`src/rtl/usb_phy_ls.sv`:
```
`timescale 1ns/1ps
`default_nettype none
// ============================================================================
// Module   : usb_phy_ls
// Purpose  : USB FS/LS PHY front end. Synchronises and glitch-filters raw
//            D+/D- pad samples, decodes line state, detects bus reset and
//            suspend, blanks RX around transmit, and registers the TX drive.
// Options  : define USB_PHY_RESUME_EN to build the resume-K strobe; otherwise
//            resume is tied low.
// Revision : 1.0 - initial release
// ============================================================================
module usb_phy_ls #(
    parameter int SYNC_STAGES = 2,
    parameter int FILT_LEN    = 2,
    parameter int LOW_SPEED   = 0,
    parameter int TX_HOLDOFF  = 4,
    parameter int RST_CYCLES  = 120,
    parameter int SUSP_CYCLES = 144000
) (
    input  logic       clk,
    input  logic       rst_n,
    input  logic       pad_dp_i,
    input  logic       pad_dn_i,
    output logic       pad_dp_o,
    output logic       pad_dn_o,
    output logic       pad_oe,
    input  logic       tx_dp,
    input  logic       tx_dn,
    input  logic       tx_en,
    output logic       rx_dp,
    output logic       rx_dn,
    output logic       rx_chg,
    output logic [1:0] ls,
    output logic       bus_reset,
    output logic       suspend,
    output logic       resume
);

    localparam int c_FW = $clog2(FILT_LEN + 1);
    localparam int c_RW = $clog2(RST_CYCLES + 1);
    localparam int c_IW = $clog2(SUSP_CYCLES + 1);

    localparam logic [c_FW-1:0] c_FILT_LAST = c_FW'(FILT_LEN - 1);
    localparam logic [c_RW-1:0] c_RST_MAX   = c_RW'(RST_CYCLES);
    localparam logic [c_IW-1:0] c_SUSP_MAX  = c_IW'(SUSP_CYCLES);

    // Idle (J) level per line, bit 1 = D+, bit 0 = D-
    localparam logic [1:0] c_J_LVL = (LOW_SPEED == 0) ? 2'b10 : 2'b01;

    localparam logic [1:0] c_LS_SE0 = 2'b00;
    localparam logic [1:0] c_LS_J   = 2'b01;
    localparam logic [1:0] c_LS_K   = 2'b10;
    localparam logic [1:0] c_LS_SE1 = 2'b11;

    logic [1:0]      w_pad;
    logic [1:0]      w_filt;
    logic [1:0]      w_flip;
    logic            w_blank;
    logic [1:0]      w_ls;
    logic            w_resume;
    logic [c_RW-1:0] w_se0_nxt;
    logic [c_IW-1:0] w_idle_nxt;

    logic            r_rx_chg;
    logic [c_RW-1:0] r_se0_cnt;
    logic [c_IW-1:0] r_idle_cnt;
    logic            r_bus_reset;
    logic            r_suspend;
    logic            r_pad_dp;
    logic            r_pad_dn;
    logic            r_pad_oe;

    assign w_pad = {pad_dp_i, pad_dn_i};

    // RX blanking: tx_en plus a holdoff tail reloaded on every tx_en cycle
    generate
        if (TX_HOLDOFF > 0) begin : g_hold
            localparam int c_HW = $clog2(TX_HOLDOFF + 1);
            localparam logic [c_HW-1:0] c_HOLD_LOAD = c_HW'(TX_HOLDOFF);
            logic [c_HW-1:0] r_hold;

            // Holdoff countdown after tx_en falls
            always_ff @(posedge clk) begin
                if (!rst_n) begin
                    r_hold <= '0;
                end else if (tx_en) begin
                    r_hold <= c_HOLD_LOAD;
                end else if (r_hold != '0) begin
                    r_hold <= r_hold - 1'b1;
                end
            end
            assign w_blank = tx_en | (r_hold != '0);
        end else begin : g_nohold
            assign w_blank = tx_en;
        end
    endgenerate

    // Per-line synchroniser and persistence filter (index 1 = D+, 0 = D-)
    generate
        for (genvar gi = 0; gi < 2; gi++) begin : g_line
            logic [SYNC_STAGES-1:0] r_sync;
            logic [c_FW-1:0]        r_cnt;
            logic                   r_filt;
            logic                   w_diff;

            assign w_diff     = (r_sync[SYNC_STAGES-1] != r_filt);
            assign w_flip[gi] = ~w_blank & w_diff & (r_cnt == c_FILT_LAST);
            assign w_filt[gi] = r_filt;

            // Shift in the pad, count disagreeing samples, flip at FILT_LEN
            always_ff @(posedge clk) begin
                if (!rst_n) begin
                    r_sync <= {SYNC_STAGES{c_J_LVL[gi]}};
                    r_cnt  <= '0;
                    r_filt <= c_J_LVL[gi];
                end else begin
                    r_sync <= {r_sync[SYNC_STAGES-2:0], w_pad[gi]};
                    if (w_blank || !w_diff) begin
                        r_cnt <= '0;
                    end else if (w_flip[gi]) begin
                        r_cnt  <= '0;
                        r_filt <= ~r_filt;
                    end else begin
                        r_cnt <= r_cnt + 1'b1;
                    end
                end
            end
        end
    endgenerate

    // Line-state decode; SE1 passes through untouched
    always_comb begin
        w_ls = c_LS_J;
        case (w_filt)
            2'b00:   w_ls = c_LS_SE0;
            2'b11:   w_ls = c_LS_SE1;
            default: w_ls = (w_filt == c_J_LVL) ? c_LS_J : c_LS_K;
        endcase
    end

`ifdef USB_PHY_RESUME_EN
    // Resume strobe: first K cycle while suspended
    assign w_resume = r_suspend & r_rx_chg & (w_ls == c_LS_K);
`else
    assign w_resume = 1'b0;
`endif

    // Saturating SE0 and idle-J counters; both cleared by blanking
    always_comb begin
        w_se0_nxt  = '0;
        w_idle_nxt = '0;
        if (!w_blank && (w_ls == c_LS_SE0)) begin
            w_se0_nxt = (r_se0_cnt == c_RST_MAX) ? r_se0_cnt : r_se0_cnt + 1'b1;
        end
        if (!w_blank && (w_ls == c_LS_J) && !w_resume) begin
            w_idle_nxt = (r_idle_cnt == c_SUSP_MAX) ? r_idle_cnt : r_idle_cnt + 1'b1;
        end
    end

    // Status flags, change pulse and registered TX drive
    always_ff @(posedge clk) begin
        if (!rst_n) begin
            r_rx_chg    <= 1'b0;
            r_se0_cnt   <= '0;
            r_idle_cnt  <= '0;
            r_bus_reset <= 1'b0;
            r_suspend   <= 1'b0;
            r_pad_dp    <= 1'b0;
            r_pad_dn    <= 1'b0;
            r_pad_oe    <= 1'b0;
        end else begin
            r_rx_chg    <= |w_flip;
            r_se0_cnt   <= w_se0_nxt;
            r_idle_cnt  <= w_idle_nxt;
            r_bus_reset <= (w_se0_nxt == c_RST_MAX);
            r_suspend   <= (w_idle_nxt == c_SUSP_MAX);
            r_pad_dp    <= tx_dp;
            r_pad_dn    <= tx_dn;
            r_pad_oe    <= tx_en;
        end
    end

    assign rx_dp     = w_filt[1];
    assign rx_dn     = w_filt[0];
    assign rx_chg    = r_rx_chg;
    assign ls        = w_ls;
    assign bus_reset = r_bus_reset;
    assign suspend   = r_suspend;
    assign resume    = w_resume;
    assign pad_dp_o  = r_pad_dp;
    assign pad_dn_o  = r_pad_dn;
    assign pad_oe    = r_pad_oe;

endmodule
`default_nettype wire

```
`config.mk`:
```
export PLATFORM = sky130hd
export DESIGN_NAME = usb_phy_ls
export DESIGN_NICKNAME = d
export VERILOG_FILES = /design/src/rtl/usb_phy_ls.sv
export SDC_FILE = /design/constraint.sdc
export NUM_CORES = 1
export LEC_CHECK = 0
export ABC_AREA = 1
export CAP_MARGIN = 20
export CORE_AREA = 2 2 51 101
export DETAILED_ROUTE_END_ITERATION = 8
export DIE_AREA = 0 0 53 103
export PLACE_DENSITY = 0.71
export SLEW_MARGIN = 15
export SYNTH_ARGS = -nofsm -noshare
export SYNTH_HDL_FRONTEND = slang
export SYNTH_SLANG_ARGS = --single-unit
```
`constraint.sdc`:
```
create_clock -name clk -period 1.7 [get_ports clk]
set_input_delay 0.34 -clock clk [delete_from_list [all_inputs] [get_ports clk]]
set_output_delay 0.34 -clock clk [all_outputs]
set_load 0.03 [all_outputs]
```
# [After elaboration in Yosys (flattened, before gate mapping)]
# Index checks and enable logic that the tools add are counted.
[totals] ff_bits=44 out_inout_bits=11 elab_cells=68
[op_classes] addsub=5 n_eq_ne=11 n_mux=8 bitwise_logic=11 n_reduce_logical=17
[op_table] cell="$eq A18 B18 Y1 const B" count=2
[op_table] cell="$mux W18" count=2
[op_table] cell="$add A18 B1 Y18 const B" count=1
[op_table] cell="$eq A7 B7 Y1 const B" count=2
[op_table] cell="$mux W7" count=2
[op_table] cell="$add A7 B1 Y7 const B" count=1
[op_table] cell="$eq A2 B1 Y1 const B" count=3
[op_table] cell="$mux W3" count=2
[op_table] cell="$not A1 Y1" count=6
[op_table] cell="$reduce_or A3 Y1" count=2
[op_table] cell="$add A2 B1 Y2 const B" count=2
[op_table] cell="$and A1 B1 Y1" count=4
[op_table] cell="$eq A2 B2 Y1 const B" count=2
[op_table] cell="$logic_not A2 Y1" count=2
[op_table] cell="$pmux W2 S2" count=1
[op_table] cell="$reduce_and A2 Y1" count=2
[op_table] cell="$reduce_or A2 Y1" count=2
[op_table] cell="$logic_not A1 Y1" count=3
[op_table] cell="$reduce_bool A3 Y1" count=1
[op_table] cell="$sub A3 B1 Y3 const B" count=1
[op_table] cell="$logic_and A1 B1 Y1" count=2
[op_table] cell="$logic_or A1 B1 Y1" count=2
[op_table] cell="$mux W2" count=1
[op_table] cell="$ne A1 B1 Y1" count=2
[op_table] cell="other kinds (2)" count=2

# [Logic depth before layout (Yosys ltp)]
[logic_depth] ltp_word=7 mapped_depth=13

# [Least setup slack after synthesis]
# No wires, ideal clock.
[synth_path] path_kind="register -> output" start="register g_line[0].r_filt (netlist: rx_dn)" end="output ls[1]" arrival_ns=1.724 required_ns=1.360 setup_slack_ns=-0.364 path_stages_with_launch=5 path_cell_list="dfxtp_1 inv_1 ha_1 inv_1 o21ai_0"
[synth_via] elab_chain_cells=3 word_cells_on_any_way=5 classes_between="2 x eq/ne; 2 x mux; 1 x reduce/logical"
[synth_rtl] element="from (decl)" line_no="103" rtl="logic r_filt;"
[synth_rtl] element="from (signal assigned)" line_no="115" rtl="r_filt <= c_J_LVL[gi];"
[synth_rtl] element="from (signal assigned)" line_no="122" rtl="r_filt <= ~r_filt;"
[synth_rtl] element="$eq A2 B2 Y1" line_no="137" rtl="default: w_ls = (w_filt == c_J_LVL) ? c_LS_J : c_LS_K;"
[synth_rtl] element="$mux W2" line_no="137"
[synth_rtl] element="$pmux W2 S2 (*)" line_no="134" rtl="case (w_filt)"
[synth_rtl] element="to (decl)" line_no="33" rtl="output logic [1:0] ls,"
# Every way passes the cells marked *; elsewhere a longest branch is shown, timed or not.

# [Worst setup path after layout]
[layout_path] start="register g_hold.r_hold[0]" end="register r_suspend (netlist: suspend)"
[layout_via] elab_chain_cells=6
[layout_rtl] element="from (decl)" line_no="80" rtl="logic [c_HW-1:0] r_hold;"
[layout_rtl] element="from (signal assigned)" line_no="87" rtl="r_hold <= c_HOLD_LOAD;"
[layout_rtl] element="from (signal assigned)" line_no="89" rtl="r_hold <= r_hold - 1'b1;"
[layout_rtl] element="$reduce_bool A3 Y1" line_no="92" rtl="assign w_blank = tx_en | (r_hold != '0);"
[layout_rtl] element="$or A1 B1 Y1" line_no="92"
[layout_rtl] element="$logic_not A1 Y1" line_no="155" rtl="if (!w_blank && (w_ls == c_LS_J) && !w_resume) begin"
[layout_rtl] element="$logic_and A1 B1 Y1" line_no="155"
[layout_rtl] element="$mux W18" line_no="155"
[layout_rtl] element="$eq A18 B18 Y1" line_no="176" rtl="r_suspend <= (w_idle_nxt == c_SUSP_MAX);"
[layout_rtl] element="to (signal assigned)" line_no="176"
[layout_rtl] element="to (decl)" line_no="68" rtl="logic r_suspend;"
# Every way passes these cells.
# A chain may end at the register's enable or synchronous reset.

==> metrics.yaml <==
floorplanning:
  ios: 18
  start_util_pct: 48.31
  fp.dieArea_sq_um: 5459
  num_rows: 36
  design.core.area_sq_um: 4730
  dieHeight_microns: 103
  die_w_microns: 53
logic_synthesis:
  seq_area_frac_synth_pct: 38.55
  synth_edf_count: 0
  synth_area_sq_um: 2285
  ys_dominant_reg_cell: "dfxtp_1"
  ys_async_sr_fraction_pct: 0
  yosysTopAreaCellShare_pct: 38.55
  ys_seq_elements: 44
  postSynthNetCount: 345
  synth.distinct_cells: 32
  syn-mean-instance-area_sq_um: 7.030
  yosys_warnings: 0
  syn_inst: 325
  synth_area_leaders: "dfxtp_1 39%, nor2_1 10%, nand2_1 9.7%"
  synth_top_cell_by_area: "dfxtp_1"
drt:
  drt-wirelength-per-cell_microns: 12.81
  drt_iter0_markers: 81
  first_pass_iters: 4
  via_per_inst: 5.106
  wl_microns: 5587
  drcViolationCount: 0
  num_vias: 2226
  antenna_left: 0
clock_network:
  ctsHoldBuffers: 0
  path_clk_slew_ps: 80
  cts_buffers: 5
  clkSinkCount: 44
  clockBufferDepth: 2
  cts_tree: "built"
  insertion_delay_ps: 300
  cts-root-buf: "clkbuf_8"
  htreeDepth: 2
critical_path:
  slowest_delay_ps: 330
  cp.required_ps: 1940
  path_class: "register to register"
  crit_fanout: 6
  critPathCaptureType: "register"
  r2r_cells: 12
  start_kind: "register"
  crit_arrival_ps: 1900
  slowest_stage: "dfxtp_2"
  crit_path_cell_trace: "inv_2 -> ha_4 -> ha_4 -> nand2_4 -> nor2_4 -> inv_4 -> buf_6 -> nor2_4 -> nand3_1 -> nor2_1 -> nand3_1 -> nor2_1"
run_status:
  status: "completed"
timing:
  finalClockSkew_ps: 5.858
  finalSetupTns_ps: 0
  fmax_ghz: 0.6038
  hold_violations: 0
  period_share_pct: 97.42
  drv_slew: 0
  rsz0062_at_grt: "yes"
  fin_crit_ps: 1656
  setup_violations: 0
pwr:
  p_int_mw: 1.663
  swShare_pct: 24.03
  vdd_ir_drop_max_uv: 683.9
  power_mw: 2.189
  seq_power_share_pct: 48.6
  p_clk_share_pct: 38.8
  leakagePower_nw: 1.277
  p_sw_uw: 526.0
  powerDensity_nw_per_um2: 722.8
  p_comb_share_pct: 12.6
global_routing:
  first_global_vias: 2210
  antenna_found_initial: 0
  grt_pass1_wl_microns: 9466
  gr-total-overflow: 0
  grt_max_degree: 17
  grt_usage_pct: 23.25
placement:
  port_buffers: 16
  dpl.hpwl_microns: 4012
  routabilityCongestion: 0.9242
  dp_cells: 418
finish:
  syn_to_final_growth_pct: 32.59
  nFillCells: 437
  fin_cells: 436
  drive_above_1_share_pct: 26.91
  register_area_sq_um: 899.6
  nets: 398
  multi_input_area_sq_um: 1331
  antenna-diode-count: 0
job:
  cap_violations: 0
min_path:
  min_path_type: "register to register"
  min_path_cells: 1
## cells in the mapped netlist (2+ instances only)
library cell,n
a21oi_1,11
clkbuf_1,3
clkinv_1,2
dfxtp_1,44
ha_1,13
inv_1,43
inv_2,2
nand2_1,59
nand2_2,7
nand3_1,26
nand3_2,2
nand4_1,5
nor2_1,61
nor2_2,5
nor2_4,3
nor3_1,6
o21ai_0,8
o21ai_1,2
or2_2,2
xnor2_1,2
xor2_1,8
## path summary, 6_finish.rpt
kind,startpoint,to,slack [ps]
setup reg to reg,g_hold.r_hold[0],suspend,40
setup / recovery,g_hold.r_hold[0],suspend,40
hold reg to reg,g_line[1].r_sync[0],g_line[1].r_sync[1],420
hold / removal,g_line[1].r_sync[0],g_line[1].r_sync[1],420
## kinds of logic (layout without fill, tap and decap cells)
logic type / after synthesis / after routing / synth area share (%)
and+or+nand+nor: 181 / 181 / 35.98
buffers and inverters: 52 / 106 / 8.762
DFF: 44 / 44 / 38.55
AOI/OAI and AO/OA: 24 / 24 / 5.586
adders and majority gates: 13 / 13 / 7.120
xor gates and xnor gates: 10 / 10 / 3.834
other: 1 / 1 / 0.1641
## state kept, by name (all words and copies together), names as in the netlist
| register | flops |
|---|---|
| g_line.r_sync | 4 |
| rx_dp | 1 |
| g_line.r_cnt | 4 |
| pad_dp_o | 1 |
| bus_reset | 1 |
| r_idle_cnt | 18 |
| pad_dn_o | 1 |
| pad_oe | 1 |
| r_se0_cnt | 7 |
| rx_dn | 1 |
| g_hold.r_hold | 3 |
| rx_chg | 1 |
| suspend | 1 |
## through the flow
stage | hold slack [ps] | instance area [sq um] | setup WS, ps | util [%]
after floorplan | 390.5 | 2290 | -5.208 | -
after global placement | 394.2 | 2680 | -96.68 | 56.67
after detailed placement | 401.0 | 2680 | -174.2 | 56.67
after CTS | 421.0 | 2885 | 0.6550 | 61.01
after global routing | 433.2 | 3029 | -72.81 | 64.05
final | 417.4 | 3029 | 43.83 | 64.05
## routing by layer
| metal | track usage [%] | part of all wire [%] | up-vias |
|---|---|---|---|
| met5 | 0 | 0 | - |
| met4 | 14.99 | 5.3 | 0 |
| met3 | 4.493 | 4.0 | 29 |
| met2 | 39.90 | 51 | 71 |
| met1 | 25.11 | 39 | 1013 |
| li1 | - | - | 1113 |
## cell type report
class / instances / share of cell area, %
multi-input combinational: 229 / 43.95
inverter: 47 / 5.907
tap: 57 / 2.354
timing repair buffer: 51 / 14.09
sequential: 44 / 29.70
clock inverter: 2 / 1.280
clock buffer: 6 / 2.726
## worst max-delay path, delay by kind of cell, from the launching register on
| kind | cells | cell delay, ps |
|---|---|---|
| and+or+nand+nor | 7 | 680 |
| buffers and inverters | 3 | 270 |
| DFF | 1 | 330 |
| adders and majority gates | 2 | 300 |
## power by group through the flow
| stage | Clock [mW] | Sequential [mW] | Combinational [mW] |
|---|---|---|---|
| after floorplan | 0 | 1.09 | 0.107 |
| after global placement | 0 | 1.09 | 0.199 |
| after detailed placement | 0 | 1.09 | 0.204 |
| after CTS | 0.866 | 1.06 | 0.229 |
| after global routing | 0.905 | 1.07 | 0.303 |
| final | 0.849 | 1.06 | 0.276 |
## repair_timing
action                                 4_1_cts  5_1_grt
gates cloned                                 0        0
resized for setup                           17       36
endpoints found under the hold margin        0        0
setup endpoints to repair                    5       15
pin swaps                                    3       14
buffers inserted                             4        7
## layout by cell type (no fill, tap or decap), drive strengths merged, types with 3 or more instances in the layout
master	Yosys	final
a21oi	11	11
buf	2	37
clkbuf	3	6
clkdlybuf4s50	0	12
clkinv	2	3
dfxtp	44	44
ha	13	13
inv	45	45
nand2	67	67
nand3	28	28
nand4	5	5
nor2	69	69
nor3	6	6
o21ai	10	10
xor2	8	8
No activity file was read; power rests on OpenSTA's default activity.
==> patch 1: new RTL, same settings <==
Set the parameter `RST_CYCLES` to 240 (it was 120).
--- a/src/rtl/usb_phy_ls.sv
+++ b/src/rtl/usb_phy_ls.sv
@@ -16,3 +16,3 @@
     parameter int TX_HOLDOFF  = 4,
-    parameter int RST_CYCLES  = 120,
+    parameter int RST_CYCLES  = 240,
     parameter int SUSP_CYCLES = 144000
Formal check against the unedited RTL: no difference found for any inputs over 10 cycles, from zero or initial values and one cycle with rst_n low; that may be too few to reach the edited logic, so the function may still have changed.
==> patch 1 against the original RTL <==
  * Clock power decreased by 5.3%
  * Area after synthesis is 1.0% higher
  * Total power down 4.2%
  * Sequential cell count grew 1
  * Wire length is 12% lower
  * Count of clock-buffer cells in the layout unchanged
  * Utilization shrank 2.6 points
  * Synthesized cell count is 0.92% lower
  * Worst setup slack improved by 0.013 ns
  * Design area down 4.1%
  * Critical path type is now flop to primary output
  * Critical endpoint is now ls[0]
==> patch 1: results (changes against the original RTL) <==
crit_start: "rx_dp"
grt_overflow_total: 0  # unchanged
min_to: "g_line[0].r_sync[1]"
drtIter0Drc: 76  # -6.2%
dpl.hpwl_um: 3744  # -6.7%
holdPathStages: 2  # +1
synth-main-ff-cell: "dfxtp_1"
synth_nets: 342  # -0.87%
worst-endpoint-arrival_ns: 1.30  # -0.60 ns
nets: 383  # -3.8%
placed_area_mm2: 0.002644  # -1.4%
cts_root_buf: "clkbuf_8"
place_ws_ns: -0.09846  # +0.07578 ns
status: "completed"
worstReg2RegStart: "r_idle_cnt[0]"
clk_pin_slew_worst_paths_ns: 0.08  # about the same
vdd_drop_max_mv: 0.6662  # -2.6%
synthAdderAreaFrac_pct: 7.046  # -0.073 points
cts_htree_levels: 2  # unchanged
vias: 2056  # -7.6%
post_drt_wl_per_cell_um: 11.67  # -8.9%
grt_usage_pct: 20.14  # -3.1 points
io_buffers: 16  # unchanged
clock_skew_ns: 0.005074  # -0.0007836 ns
regToRegSetupSlack_ns: 0.13  # +0.09 ns
muxShareOfSynthArea_pct: 0  # unchanged
gp_congestion: 0.9586  # +3.7%
synth_compound_area_share_pct: 3.794  # -1.8 points
timing.hold.ws_ns: 0.4157  # -0.001740 ns
async_flop_share_pct: 0  # unchanged
tns_ns: 0  # unchanged
largest_registers: "r_idle_cnt x18, r_se0_cnt x8"
cts.path.max_buffers: 2  # unchanged
place_inst: 408  # -2.4%
yosysSeqAreaShare_pct: 39.02  # +0.47 points
reg2reg_depth: 12  # unchanged
cts-buffers-inserted: 5  # unchanged
hold_path.class: "flop to flop"
leakage_nw: 1.214  # -5.0%
ys_warn_count: 0  # unchanged
antenna_found_initial: 0  # unchanged
antennaDiodeCount: 0  # unchanged
grt_max_degree: 15  # -2
min-delay-start: "g_line[0].r_sync[0]"
ys_top_cells_by_area: "dfxtp_1, nor2_1, nand2_1"
synth_common_cells: "nor2_1, nand2_1, dfxtp_1"
synthXorXnorAreaFrac_pct: 5.691  # +1.9 points
worstReg2RegEnd: "suspend"
yosysUniqueCellTypes: 28  # -13%
netlist_instances: 322  # -0.92%
grt_pass1_wl_um: 8376  # -12%
crit_fanout: 6  # unchanged
fillers: 423  # -3.2%
grt_pass1_vias: 1926  # -13%
final_cell_count_no_fill: 421  # -3.4%
drive_gt1_share_pct: 23.35  # -3.6 points
patch 1: cell types whose count changed in the layout (fill, tap and decap cells not counted), sizes merged, moves of 3 or more:
cell | unedited run | this run
buf | 37 | 23
a21oi | 11 | 6
xor2 | 8 | 13
nand2 | 67 | 64
o21ai | 10 | 7
patch 1: per-layer routing:
metal	up-vias	global-route usage [%]	part of all wire (%)
met3	8	4.348	3.9
li1	1082	-	-
met1	929	25.48	45
met5	-	0	0
met2	37	33.27	49
met4	0	6.903	1.8
patch 1: kinds of logic after synthesis:
group           count (synthesis)
fa+ha+maj                      13
buf+inv                        50
flops                          45
compound gates                 16
xor+xnor                       15
other cells                     1
simple gates                  182
patch 1: cell type report:
cell class	count	area (um2)	area share, %
inverters	47	176.4	6.072
repair buffers	37	325.3	11.20
clock buffers	6	72.57	2.498
flip-flops and latches	45	923.4	31.78
multi-input cells	227	1297	44.66
clock inverters	2	38.79	1.335
well taps	57	71.32	2.455
patch 1: how the worst max path moves through the flow:
stage                         end  slack, ns  depth (start not counted)
after floorplan             ls[0]     -0.006                          5
after detailed placement    rx_dn       -0.1                          7
after CTS                 suspend     0.0004                         11
after global routing      suspend      -0.04                         10
final                       ls[0]       0.06                          5
after global placement    suspend      -0.02                         10
patch 1: where the power goes:
part	internal [mW]	leakage, nW	total (mW)	switching (mW)
sequential	1.07	0.371	1.08	0.0125
combinational	0.0966	0.787	0.211	0.114
clock	0.441	0.0554	0.804	0.363
patch 1: worst max-delay path, stage by stage, from the launching register on:
cell and delay (ns):
dfxtp_4 0.37, buf_4 0.16, ha_1 0.20, nand2_2 0.09, nand2_2 0.06, buf_6 0.13
patch 1: timing repair:
| item | in CTS | in global routing |
|---|---|---|
| pin swaps | 0 | 10 |
| setup endpoints to repair | 4 | 16 |
| resized for setup | 8 | 34 |
| setup buffers | 2 | 3 |
==> patch 2: new RTL, same flow settings <==
Made on the original files. The output `suspend` loses its register stage (`r_suspend` becomes a continuous assignment).
--- a/src/rtl/usb_phy_ls.sv
+++ b/src/rtl/usb_phy_ls.sv
@@ -166,3 +166,2 @@
             r_bus_reset <= 1'b0;
-            r_suspend   <= 1'b0;
             r_pad_dp    <= 1'b0;
@@ -175,3 +174,2 @@
             r_bus_reset <= (w_se0_nxt == c_RST_MAX);
-            r_suspend   <= (w_idle_nxt == c_SUSP_MAX);
             r_pad_dp    <= tx_dp;
@@ -181,2 +179,4 @@
     end
+
+    assign r_suspend = (w_idle_nxt == c_SUSP_MAX);
 
Behaviour: no difference found for any inputs over 10 cycles, from zero or initial values and one cycle with rst_n low; that may be too few to reach the edited logic, so the function may still have changed.
==> patch 2 against the original RTL <==
  * The run now ends with negative setup slack left
  * First-iteration DRC count shrank 15%
  * Total power grew 0.17%
  * Worst setup slack worse by 0.76 ns
  * Combinational power is 19% higher
  * Utilization increased by 8.1 points
  * Design area rose by 13%
  * Area after synthesis decreased by 1.4%
  * Global-route usage shrank 0.18 points
  * Sequential cell count is 1 lower
  * Cell count grew 9.9%
  * Wire length rose by 7.2%
  * Critical path depth increased by 2
  * Largest power group unchanged
==> patch 2: results (changes against the original RTL) <==
use_met2_pct: 41.73  # +1.8 points
setup_viol: 3  # +3
worst-endpoint-arrival_ns: 2.08  # +0.18 ns
signal_buffers: 96  # +88%
drtIter0Drc: 69  # -15%
grt_use_met3_pct: 3.623  # -0.87 points
power_mw: 2.193  # +0.17%
worst_slack_ns: -0.7177  # -0.7615 ns
synthXorXnorAreaFrac_pct: 3.111  # -0.72 points
regToRegSetupSlack_ns: 0  # -0.04 ns
pwr-share-clk_pct: 37.6  # -1.2 points
crit_fanout: 3  # -3
grt_max_degree: 25  # +8
vias: 2322  # +4.3%
failed_checks: "negative setup slack"
post_drt_wl_per_cell_um: 12.51  # -2.4%
final-seq-area_um2: 873.3  # -2.9%
vdd_drop_max_mv: 0.6286  # -8.1%
tns_ns: -0.7593  # -0.7593 ns
nets: 441  # +11%
status: "finished with violations"
placed_area_mm2: 0.002968  # +11%
timing.hold.ws_ns: 0.4137  # -0.003682 ns
worstReg2RegEnd: "rx_dp"
synthAdderAreaFrac_pct: 7.222  # +0.10 points
clk_share_pct: 3.371  # -0.64 points
leakage_nw: 1.545  # +21%
met3_length_um: 182  # -18%
num-multi-input-gates: 228  # -0.44%
syn_to_final_growth_pct: 51.61
clock_skew_ns: 0.01016  # +0.004301 ns
yosysUniqueCellTypes: 29  # -9.4%
-- patch 2: cell count changes in the layout (fill, tap and decap cells not counted), sizes merged, moves of 3 or more --
cell | unedited run | this run
clkinv | 3 | 0
inv | 45 | 48
nand3 | 28 | 24
buf | 37 | 83
nand2 | 67 | 75
-- patch 2: worst max path at each step --
| stage | from | end | slack (ns) | cells after the start |
|---|---|---|---|---|
| after global placement | tx_en | suspend | -0.53 | 9 |
| after floorplan | g_hold.r_hold[0] | suspend | -0.25 | 13 |
| after detailed placement | tx_en | suspend | -0.53 | 9 |
| after global routing | r_idle_cnt[1] | suspend | -0.86 | 14 |
| final | r_idle_cnt[1] | suspend | -0.72 | 14 |
| after CTS | r_idle_cnt[0] | suspend | -0.70 | 14 |
-- patch 2: repair_timing --
item / CTS / global route
gates cloned: 0 / 1
setup endpoints to repair: 5 / 11
pin swaps: 19 / 24
hold buffers: 0 / 0
gates resized for setup: 35 / 29
hold endpoints to repair: 0 / 0
buffers inserted: 9 / 8
